===== src/rtl/coil_stage_ctrl.sv =====
// Single-stage coil firing sequencer: synchronised entry/exit sensors, delay, gated on-time, cooldown.
// Optional on-time ceiling (MAX_ON_CYC) enabled by defining COIL_WDOG_EN.
module coil_stage_ctrl #(
  parameter int SYNC_STAGES  = 2,
  parameter int COOLDOWN_CYC = 1000,
  parameter int MAX_ON_CYC   = 500000
) (
  input  logic        I_clk,
  input  logic        I_rst_n,
  input  logic [7:0]  I_creg,
  input  logic [23:0] I_dly,
  input  logic [23:0] I_lmt,
  input  logic        I_trig,
  input  logic        I_exit,
  output logic        O_coil,
  output logic [7:0]  O_eflg,
  output logic [23:0] O_acc
);

  typedef enum logic [2:0] {
    S_IDLE, S_ARMED, S_DELAY, S_FIRE, S_COOLDOWN, S_FAULT
  } state_t;

  localparam int F_DONE    = 0;
  localparam int F_TIMEOUT = 1;
  localparam int F_ABORT   = 2;
  localparam int F_BADCFG  = 3;
  localparam int F_BUSY    = 4;
  localparam int F_WDOG    = 5;

  localparam logic [23:0] CD_LOAD = 24'(COOLDOWN_CYC);
  localparam logic [23:0] MAX_ON  = 24'(MAX_ON_CYC);
`ifdef COIL_WDOG_EN
  localparam logic WDOG_ON = 1'b1;
`else
  localparam logic WDOG_ON = 1'b0;
`endif

  state_t                 r_state;
  logic [23:0]            r_cnt;
  logic [23:0]            r_on_cnt;
  logic                   r_coil;
  logic [23:0]            r_acc;
  logic [5:0]             r_flags;
  logic [SYNC_STAGES-1:0] r_trig_sync;
  logic [SYNC_STAGES-1:0] r_exit_sync;
  logic                   r_trig_d;
  logic                   r_exit_d;
  logic                   r_sfire_d;

  logic       w_arm;
  logic       w_clr;
  logic       w_trig_evt;
  logic       w_exit_evt;
  logic       w_wdog_hit;
  logic       w_lmt_hit;
  logic       w_busy;
  logic [5:0] w_set;
  logic       w_creg_unused;

  assign w_arm         = I_creg[0];
  assign w_clr         = I_creg[2];
  assign w_creg_unused = ^I_creg[7:3];

  assign w_trig_evt = (r_trig_sync[SYNC_STAGES-1] & ~r_trig_d) | (I_creg[1] & ~r_sfire_d);
  assign w_exit_evt = r_exit_sync[SYNC_STAGES-1] & ~r_exit_d;
  assign w_lmt_hit  = (r_on_cnt == I_lmt);
  // Ceiling only bites when software asked for a longer on-time than the hard limit.
  assign w_wdog_hit = WDOG_ON && (r_on_cnt == MAX_ON) && (I_lmt > MAX_ON);
  assign w_busy     = (r_state == S_DELAY) || (r_state == S_FIRE) || (r_state == S_COOLDOWN);

  always_comb begin
    w_set = '0;
    case (r_state)
      S_ARMED: begin
        if (w_arm && w_trig_evt && (I_lmt == 24'd0)) w_set[F_BADCFG] = 1'b1;
      end
      S_DELAY: begin
        if (!w_arm) w_set[F_ABORT] = 1'b1;
        if (w_trig_evt) w_set[F_BUSY] = 1'b1;
      end
      S_FIRE: begin
        if (!w_arm) begin
          w_set[F_ABORT] = 1'b1;
        end else if (w_exit_evt) begin
          w_set[F_DONE] = 1'b1;
        end else if (w_lmt_hit) begin
          w_set[F_TIMEOUT] = 1'b1;
        end else if (w_wdog_hit) begin
          w_set[F_TIMEOUT] = 1'b1;
          w_set[F_WDOG]    = 1'b1;
        end
        if (w_trig_evt) w_set[F_BUSY] = 1'b1;
      end
      S_COOLDOWN: begin
        if (w_trig_evt) w_set[F_BUSY] = 1'b1;
      end
      default: w_set = '0;
    endcase
  end

  always_ff @(posedge I_clk) begin
    if (!I_rst_n) begin
      r_state     <= S_IDLE;
      r_cnt       <= '0;
      r_on_cnt    <= '0;
      r_coil      <= 1'b0;
      r_acc       <= '0;
      r_flags     <= '0;
      r_trig_sync <= '0;
      r_exit_sync <= '0;
      r_trig_d    <= 1'b0;
      r_exit_d    <= 1'b0;
      r_sfire_d   <= 1'b0;
    end else begin
      r_trig_sync <= {r_trig_sync[SYNC_STAGES-2:0], I_trig};
      r_exit_sync <= {r_exit_sync[SYNC_STAGES-2:0], I_exit};
      r_trig_d    <= r_trig_sync[SYNC_STAGES-1];
      r_exit_d    <= r_exit_sync[SYNC_STAGES-1];
      r_sfire_d   <= I_creg[1];
      r_flags     <= w_clr ? 6'd0 : (r_flags | w_set);

      case (r_state)
        S_IDLE: begin
          if (w_arm) r_state <= S_ARMED;
        end
        S_ARMED: begin
          if (!w_arm) begin
            r_state <= S_IDLE;
          end else if (w_trig_evt) begin
            if (I_lmt == 24'd0) begin
              r_state <= S_FAULT;
            end else if (I_dly == 24'd0) begin
              r_state  <= S_FIRE;
              r_coil   <= 1'b1;
              r_on_cnt <= 24'd1;
            end else begin
              r_state <= S_DELAY;
              r_cnt   <= I_dly;
            end
          end
        end
        S_DELAY: begin
          if (!w_arm) begin
            r_state <= S_COOLDOWN;
            r_cnt   <= CD_LOAD;
          end else if (r_cnt == 24'd1) begin
            r_state  <= S_FIRE;
            r_coil   <= 1'b1;
            r_on_cnt <= 24'd1;
          end else begin
            r_cnt <= r_cnt - 24'd1;
          end
        end
        S_FIRE: begin
          if (!w_arm || w_exit_evt || w_lmt_hit || w_wdog_hit) begin
            r_state <= S_COOLDOWN;
            r_coil  <= 1'b0;
            r_cnt   <= CD_LOAD;
            r_acc   <= r_on_cnt;
          end else if (r_on_cnt != 24'hFFFFFF) begin
            r_on_cnt <= r_on_cnt + 24'd1;
          end
        end
        S_COOLDOWN: begin
          if (r_cnt <= 24'd1) begin
            r_state <= w_arm ? S_ARMED : S_IDLE;
          end else begin
            r_cnt <= r_cnt - 24'd1;
          end
        end
        S_FAULT: begin
          if (!w_arm && w_clr) r_state <= S_IDLE;
        end
        default: begin
          r_state <= S_IDLE;
          r_coil  <= 1'b0;
        end
      endcase
    end
  end

  assign O_coil = r_coil;
  assign O_acc  = r_acc;
  assign O_eflg = {w_busy, 1'b0, r_flags};

endmodule


===== config.mk =====
export PLATFORM = sky130hd
export DESIGN_NAME = coil_stage_ctrl
export DESIGN_NICKNAME = d
export VERILOG_FILES = /design/src/rtl/coil_stage_ctrl.sv
export SDC_FILE = /design/constraint.sdc
export NUM_CORES = 1
export LEC_CHECK = 0
export ABC_AREA = 1
export CAP_MARGIN = 20
export CORE_ASPECT_RATIO = 0.8
export CORE_UTILIZATION = 40
export CTS_CLUSTER_SIZE = 40
export DETAILED_ROUTE_END_ITERATION = 8
export DONT_BUFFER_PORTS = 1
export GPL_ROUTABILITY_DRIVEN = 0
export GPL_TIMING_DRIVEN = 0
export SETUP_SLACK_MARGIN = 0.1
export SLEW_MARGIN = 0
export SYNTH_ARGS = -nofsm -noshare
export SYNTH_HDL_FRONTEND = slang
export SYNTH_SLANG_ARGS = --single-unit

===== constraint.sdc =====
create_clock -name I_clk -period 4.55 [get_ports I_clk]
set_input_delay 0.455 -clock I_clk [delete_from_list [all_inputs] [get_ports I_clk]]
set_output_delay 0.455 -clock I_clk [all_outputs]
set_load 0.02 [all_outputs]

* Word level (Yosys, flattened, before mapping) *
Index checks and enable logic that the tools add are counted.

word-level totals
  flip-flop bits (word level) = 89
  output and inout bits = 33
  logic and storage cells = 120

operators by class
  $add $sub $neg = 2
  order comparisons = 1
  eq/ne operators = 25
  muxes and demuxes = 49
  bitwise logic cells = 10
  reduce and logical (&&, ||, !) cells = 22

operators by type and width
  kind                   count
  $mux 24                16
  $pmux 24 s4            1
  $pmux 24 s3            1
  $logic_not 24->1       2
  $mux 3                 9
  $add 24x1->24 const B  1
  $eq 24x1->1 const B    1
  $eq 24x24->1           1
  $le 24x1->1 const B    1
  $ne 24x24->1 const B   1
  $sub 24x1->24 const B  1
  $ne 2x2->1 const B     10
  $mux 1                 18
  $pmux 3 s6             1
  $reduce_and 8->1       2
  $reduce_and 9->1       1
  $ne 2x1->1 const B     4
  $eq 3x2->1 const B     2
  $eq 3x3->1 const B     2
  $ne 3x3->1 const B     2
  $or 6x5->6             1
  $reduce_and 6->1       1
  $reduce_or 3->1        2
  $not 1->1              5
  14 further kinds       23

* Depth between registers and ports, before layout *
Gate-level depths: netlist (run 1).

  depth after elaboration = 8
  gate-level depth with buffers = 14

* Worst setup path before layout (run 1) *
Ideal clock, no wire load.

  path kind = reg2reg
  start point = register r_on_cnt[0]
  end point = register r_on_cnt[7]
  setup time = 0.068 ns
  arrival time = 1.696 ns
  slack = 2.786 ns
  stages on the path, launching flop included = 13
  buffers on the path = 1
  path through = dfxtp_1 ha_1 inv_1 nor2_2 nand2_1 nor2_1 nand4_1 nand3_2 nor2_4 nand2_4 buf_6 nand2_1 a21oi_2

on the way
  longest elaborated chain between the ends = 4
  elaborated cells between the ends (all ways) = 10
  those cells by class = add/sub (1); eq/ne (4); mux (3); reduce/logical (2)

ends and longest elaborated chain
  item                                                    RTL line  source
  start: declaration                                      41        logic [23:0] r_on_cnt;
  start signal: assignment                                162       r_on_cnt <= r_on_cnt + 24'd1;
  $add 24x1->24 / $eq 24x24->1 (equally long branches)    162, 67
  $mux 24 / $logic_or 1x1->1 (equally long branches)      161, 156
  $mux 24 / $ne 2x2->1 (equally long branches)            -
  $pmux 24 s3 / $reduce_and 9->1 (equally long branches)  -

Parallel ways exist; a longest one is shown, timed or not. The select of a mux whose other input is x is not followed.
A chain may end at the register's enable or synchronous reset.

* Final worst setup path (run 1) *
  start point = register r_on_cnt[0]
  end point = register r_on_cnt[19]

The elaborated chain is that of the path after synthesis.

==> results.md, run 1 <==
* Sequential share of power at 36.9%
* Number of port buffers at 0
* Largest net degree at the start of global routing at 18
* Seq cells post-synth at 88
* Cell Area, Synth at 0.00581 mm2
* Number of global-route vias before repair at 5150
* NumNets Final at 1062
* Worst Max-Slew Pin Slew at 0.618 ns
* Reg2reg setup slack at 2.02 ns
* Max_cap viols at 0
* Sequential-to-total area share from yosys stat at 30.3%
* Mapped Cells at 987
* Drc violations at 0
* Post-CTS resize count at 0
* Max FO, Critical Path at 10
* Cells after DPL at 1172
* Combinational fraction of design power at 30.2%
* First-pass GRT wire length at 26.7 mm
* CP max stage delay at 0.56 ns
* Hold depth at 2
* DRT Wirelength at 16.9 mm
* Final hold vios at 0
* Slowest CP cell: dfxtp_1
* Post-synth EDFFs at 0
* Clock Power Share at 32.9%
* Area of the multi-input gates at 0.00339 mm2
* Cell taking the most area after synthesis: dfxtp_1
* Syn Area/Cell at 5.89 um2
* Worst hold start: I_creg[1]
* WP buf/inv at 2
* Count of pins over their slew limit at 0
* Int Pwr at 1.52 mW
* Maximum VDD drop at 0.000225 V
* Fin Setup TNS at 0 ns
* Clock sinks at 88
* Post-CTS setup buffers at 0
* Crit path cell chain: ha_1 > inv_1 > nor2_2 > nand2_1 > nor2_1 > nand4_1 > nand3_2 > nor2_4 > nand2_4 > buf_6 > nand2_1 > a21oi_1
* Syn. warnings at 0
* Die area at 0.0150 mm2
* Final Cycle Share at 55.6%
* Total core area at 0.0142 mm2
* Layout cells sized above 1 at 8.17%
* Initial Util at 40.8%
* Startpoint types: flip-flop
* Fin worst setup slack at 2.02 ns
* Vias at 5864
* Pre-CTS setup slack at 2.12 ns
* TritonCTS clock tree: yes
* Die height at 110 um
* Total CTS buffers at 9
* Latest clock arrival within the worst-skew pair at 0.35 ns
* CTS root buffer: clkbuf_16
* Post-DP HPWL at 13.0 mm
* Final setup violation count at 0
* Reg area at 0.00176 mm2
* Wire per inst at 14.2 um
* CP delay by family, top: simple AND/OR/NAND/NOR gates
* # H-tree levels at 3
* Fin crit period at 2.53 ns
* Area share of the largest cell type after synthesis at 30.3%
* Overall global routing resource usage at 23.4%
* Net Sw Power at 907 uW
* Reg2Reg Depth at 12
* Initial detailed-routing violation count at 505
* Gr ovfl total at 0
* # diodes at 0
* Reg-to-reg endpoint: r_on_cnt[19]$_SDFFE_PN0P_
* Outcome: completed
* CP Depth at 12
* Sw Share at 37.3%
* Critical path capture point type: flip-flop
* Worst hold slack at 0.191 ns
* CP most frequent cell: nand2_1
* Ys flop type: dfxtp_1
* RSZ-0062 raised after global routing: false
* Clock Skew at 0.00619 ns
* Worst hold endpoint: r_sfire_d$_SDFF_PN0_
* Leakage at 2.77 nW
* Syn-to-layout area delta at 9.36%
* Vias/cell at 4.94
* Cts hold-fix bufs at 0
* Drt pass-1 iters at 5
* Site Rows at 39
* Max-slew headroom at 58.5%
* ANT nets after route at 0
* CTS Buffer Depth at 2
* Synth top area cells: dfxtp_1, nand2_1, nor2_1
* Ports at 93
* HP Class: in2reg
* Clock transition at the registers of the reported paths at 0.07 ns
* FFs w/ async S/R, synth at 0%
* Crit path kind: reg2reg
* Finished Layout Cells at 1188
* Filler cell count in the final layout at 1557
* Critical R2R Launch: r_on_cnt[0]$_SDFFE_PN0P_
* Worst EP required at 4.83 ns
* Initial antenna violation count at 0
* Unique cell type count in the Yosys netlist at 39
* Arr. time, crit path at 2.81 ns
* Die X at 137 um
* Power Density at 382 mW/mm2
* Fmax at 395 MHz
-- worst reg2reg max path: cells and delay by family (launching register included) --
| kind | cells | cell delay, ns |
|---|---|---|
| and+or+nand+nor | 8 | 1.19 |
| DFF | 1 | 0.56 |
| adders and majority gates | 1 | 0.31 |
| buffers and inverters | 2 | 0.28 |
| AOI/OAI and AO/OA | 1 | 0.13 |
-- state kept, by name, indices dropped and copies added, names as in the netlist --
name / flops
r_flags: 5
r_sfire_d: 1
r_on_cnt: 24
O_coil: 1
r_trig_sync: 2
O_acc: 24
r_exit_d: 1
r_trig_d: 1
r_cnt: 24
r_state: 3
r_exit_sync: 2
-- worst max path at each step --
stage,startpoint,end,slack [ns]
after CTS,r_on_cnt[0]$_SDFFE_PN0P_,r_on_cnt[19]$_SDFFE_PN0P_,2.09
after global placement,r_on_cnt[0]$_SDFFE_PN0P_,r_on_cnt[3]$_SDFFE_PN0P_,2.15
final,r_on_cnt[0]$_SDFFE_PN0P_,r_on_cnt[19]$_SDFFE_PN0P_,2.02
after global routing,r_on_cnt[0]$_SDFFE_PN0P_,r_on_cnt[21]$_SDFFE_PN0P_,1.84
after floorplan,r_on_cnt[0]$_SDFFE_PN0P_,r_on_cnt[7]$_SDFFE_PN0P_,2.79
after detailed placement,r_on_cnt[0]$_SDFFE_PN0P_,r_on_cnt[7]$_SDFFE_PN0P_,2.12
-- power by group through the flow --
stage	clock [mW]	sequential (mW)	combinational [mW]
2_1_floorplan	0	0.899	0.573
3_5_place_dp	0	0.915	0.719
6_report	0.799	0.898	0.734
3_3_place_gp	0	0.915	0.716
5_1_grt	0.846	0.907	0.842
4_1_cts	0.819	0.897	0.724
-- kinds of logic (layout without fill, tap and decap cells) --
kind of cell / after synthesis / after routing / share of synthesized area [%]
AO/OA/AOI/OAI: 97 / 97 / 8.91
flip-flops: 88 / 88 / 30.3
XOR/XNOR: 30 / 30 / 4.52
other: 1 / 2 / 0.0645
adder cells (fa/ha/maj): 3 / 3 / 0.646
buffers and inverters: 145 / 161 / 11.4
AND/OR/NAND/NOR: 623 / 623 / 44.2
-- cell type report --
cell class                 instances  area share, %
buffer                            38           4.09
clock buffer                       9           3.54
clock inverter                     7           1.34
inverter                         107           6.32
multi-input combinational        755           53.4
sequential                        88           27.7
tap                              184           3.62
-- synth_stat cells, types with 4 or more instances --
cell type and number:
nand4_1 8, xor2_1 29, buf_2 4, clkbuf_1 12, nand3b_1 5, nor2_2 13, buf_6 10, o22ai_1 4
nor2_1 239, inv_1 91, nand3_1 56, inv_2 15, dfxtp_1 88, nor3_1 10, nand3_2 4, buf_4 8
o21ai_0 45, nand2_1 278, a21oi_1 40
-- metrics by stage --
| step | util (%) | total power, mW | instance area [um2] |
|---|---|---|---|
| 2_1_floorplan | - | 1.47 | 5820 |
| 3_3_place_gp | 42.4 | 1.63 | 6050 |
| 3_5_place_dp | 42.4 | 1.63 | 6050 |
| 4_1_cts | 44.6 | 2.44 | 6360 |
| 5_1_grt | 44.6 | 2.59 | 6360 |
| 6_report | 44.6 | 2.43 | 6360 |
-- per-layer routing --
metal / vias to the layer above / wire length (um) / global-route usage, %
li1: 3067 / - / -
met2: 185 / 6470 / 32.1
met5: - / 0 / 0
met4: 0 / 194 / 5.65
met1: 2594 / 8600 / 34.7
met3: 18 / 1640 / 7.33
-- layout by cell type (no fill, tap or decap), drive strengths merged --
cell           n
nor3          10
a21oi         42
xnor2          1
nand4          8
xor2          29
inv          111
clkinv         2
nor2         254
ha             3
clkbuf        22
nand3         60
nand2        283
bufinv         1
nand3b         5
a22oi          2
o22ai          4
o21ai         47
dlygate4sd3    1
or2            1
dfxtp         88
conb           2
a31oi          1
o211ai         1
nor4           1
nor3b          1
buf           24
(Power assumes the default switching activity.)
==> run 2: changes to the inputs <==
clock period = 2.3 ns   (was 4.55 ns; I/O delays follow)
==> results.md, run 2 (synthesis results as in run 1) <==
* Wire per inst at 14.2 um
* Latest clock arrival within the worst-skew pair at 0.36 ns
* Fin Setup TNS at 0 ns
* Syn-to-layout area delta at 12.5%
* Pwr Total at 4.94 mW
* RSZ-0062 raised after global routing: true
* Critical R2R Launch: r_on_cnt[1]$_SDFFE_PN0P_
* HP Class: in2reg
* NumNets Final at 1074
* Fin crit period at 2.08 ns
* Clock Skew at 0.00651 ns
* Fin worst setup slack at 0.217 ns
* Post-DP HPWL at 13.0 mm
* ANT nets after route at 0
* # H-tree levels at 3
* Maximum VDD drop at 0.000443 V
* Clock sinks at 88
* Pre-CTS setup slack at -0.131 ns
* Final Cycle Share at 90.6%
* Gr ovfl total at 0
* Critical path capture point type: flip-flop
* Total core area at 0.0142 mm2
* Vias/cell at 4.93
* Vias at 5919
* Number of global-route vias before repair at 5201
* Final hold vios at 0
* Worst EP required at 2.58 ns
* Largest net degree at the start of global routing at 18
* Max FO, Critical Path at 10
* Overall global routing resource usage at 23.5%
* Fmax at 480 MHz
* Worst Max-Slew Pin Slew at 0.597 ns
* TritonCTS clock tree: yes
* CTS root buffer: clkbuf_16
* Setup crit start: r_on_cnt[1]$_SDFFE_PN0P_
* Filler cell count in the final layout at 1537
* Total CTS buffers at 9
* Initial detailed-routing violation count at 469
* Reg-to-reg endpoint: r_on_cnt[19]$_SDFFE_PN0P_
* Hold depth at 4
* Worst hold start: I_dly[19]
* Commonest non-fill, non-tap cell in the layout: nand2_1
* Drc violations at 0
* CTS Buffer Depth at 2
* Initial antenna violation count at 0
* # diodes at 0
* Reg2reg setup slack at 0.22 ns
* Max-slew headroom at 59.9%
* First-pass GRT wire length at 26.8 mm
* Final setup violation count at 0
* Die X at 137 um
* Outcome: completed
* Worst hold endpoint: r_cnt[19]$_SDFFE_PN0P_
* Number of port buffers at 0
* Crit path kind: reg2reg
* Count of pins over their slew limit at 0
* Startpoint types: flip-flop
* Arr. time, crit path at 2.37 ns
* Site Rows at 39
* Ports at 93
* Leakage at 2.85 nW
* Initial Util at 40.8%
* Power Density at 755 mW/mm2
* Die height at 110 um
* Reg2Reg Depth at 12
* Most frequent cells in the layout: nand2_1, nor2_1, inv_1
* Die area at 0.0150 mm2
* Clock transition at the registers of the reported paths at 0.07 ns
* Layout cells sized above 1 at 10.9%
* Drt pass-1 iters at 4
* Max_cap viols at 0
* DRT Wirelength at 17.0 mm
==> run 2: cell types whose count changed in the layout (fill, tap and decap cells not counted), moves of 3 or more <==
cell           change
dfxtp_2            +6
nor2_4             +6
nor2_1             -7
buf_4              +8
dlygate4sd3_1      +3
dfxtp_1            -7
==> run 2: critical path, cell delays in order, from the launching register on <==
cell	delay [ns]
dfxtp_2	0.38
ha_2	0.23
inv_1	0.12
nor2_4	0.18
nand2_1	0.11
nor2_1	0.12
nand4_1	0.19
nand3_2	0.14
nor2_4	0.07
nand2_4	0.10
buf_6	0.15
nand2_1	0.06
a21oi_1	0.14
==> run 2: layer usage <==
| layer | GRT usage [%] | share of wire (%) | up-vias |
|---|---|---|---|
| li1 | - | - | 3090 |
| met1 | 34.7 | 51 | 2632 |
| met2 | 32.5 | 38 | 176 |
| met3 | 7.28 | 9.1 | 21 |
| met4 | 5.73 | 1.3 | 0 |
| met5 | 0 | 0 | - |
==> run 2: through the flow <==
stage               std cells  cell area, um2  hold slack (ns)  util (%)
detailed placement       1172            6050            0.331      42.4
global route             1200            6540            0.126      45.9
finish                   1200            6540            0.107      45.9
global placement         1172            6050            0.326      42.4
CTS                      1191            6400           0.0988      44.9
floorplan                 988            5820            0.323         -
==> run 2: repair_timing <==
action                                  in CTS  in global routing
hold buffers                                 3                  0
resized for setup                            5                 24
cloned                                       0                  0
buffers inserted                             0                  9
pin swaps                                    0                  4
hold endpoints to repair                     3                  0
endpoints found under the setup margin      50                 75
==> run 2: area by class of cell <==
cell class | count | area (um2) | area share, %
Multi-Input combinational cell | 755 | 3450 | 52.8
Clock inverter | 7 | 85.1 | 1.30
Clock buffer | 9 | 225 | 3.44
Inverter | 107 | 404 | 6.18
Timing Repair Buffer | 12 | 110 | 1.68
Tap cell | 184 | 230 | 3.52
Buffer | 38 | 263 | 4.02
Sequential cell | 88 | 1770 | 27.1
==> run 2: worst max path at each step <==
| stage | slack [ns] | cells after the start | to |
|---|---|---|---|
| after floorplan | 0.54 | 12 | r_on_cnt[7]$_SDFFE_PN0P_ |
| after global placement | -0.1 | 12 | r_on_cnt[3]$_SDFFE_PN0P_ |
| after detailed placement | -0.13 | 12 | r_on_cnt[7]$_SDFFE_PN0P_ |
| after CTS | 0.09 | 12 | r_on_cnt[19]$_SDFFE_PN0P_ |
| after global routing | 0.1 | 13 | r_on_cnt[10]$_SDFFE_PN0P_ |
| final | 0.22 | 12 | r_on_cnt[19]$_SDFFE_PN0P_ |
==> run 2: where the power goes <==
group          total (mW)  switching [mW]  internal (mW)
combinational        1.58           0.996          0.580
sequential           1.77           0.133           1.64
clock                1.59           0.719          0.869
total                4.94            1.85           3.09
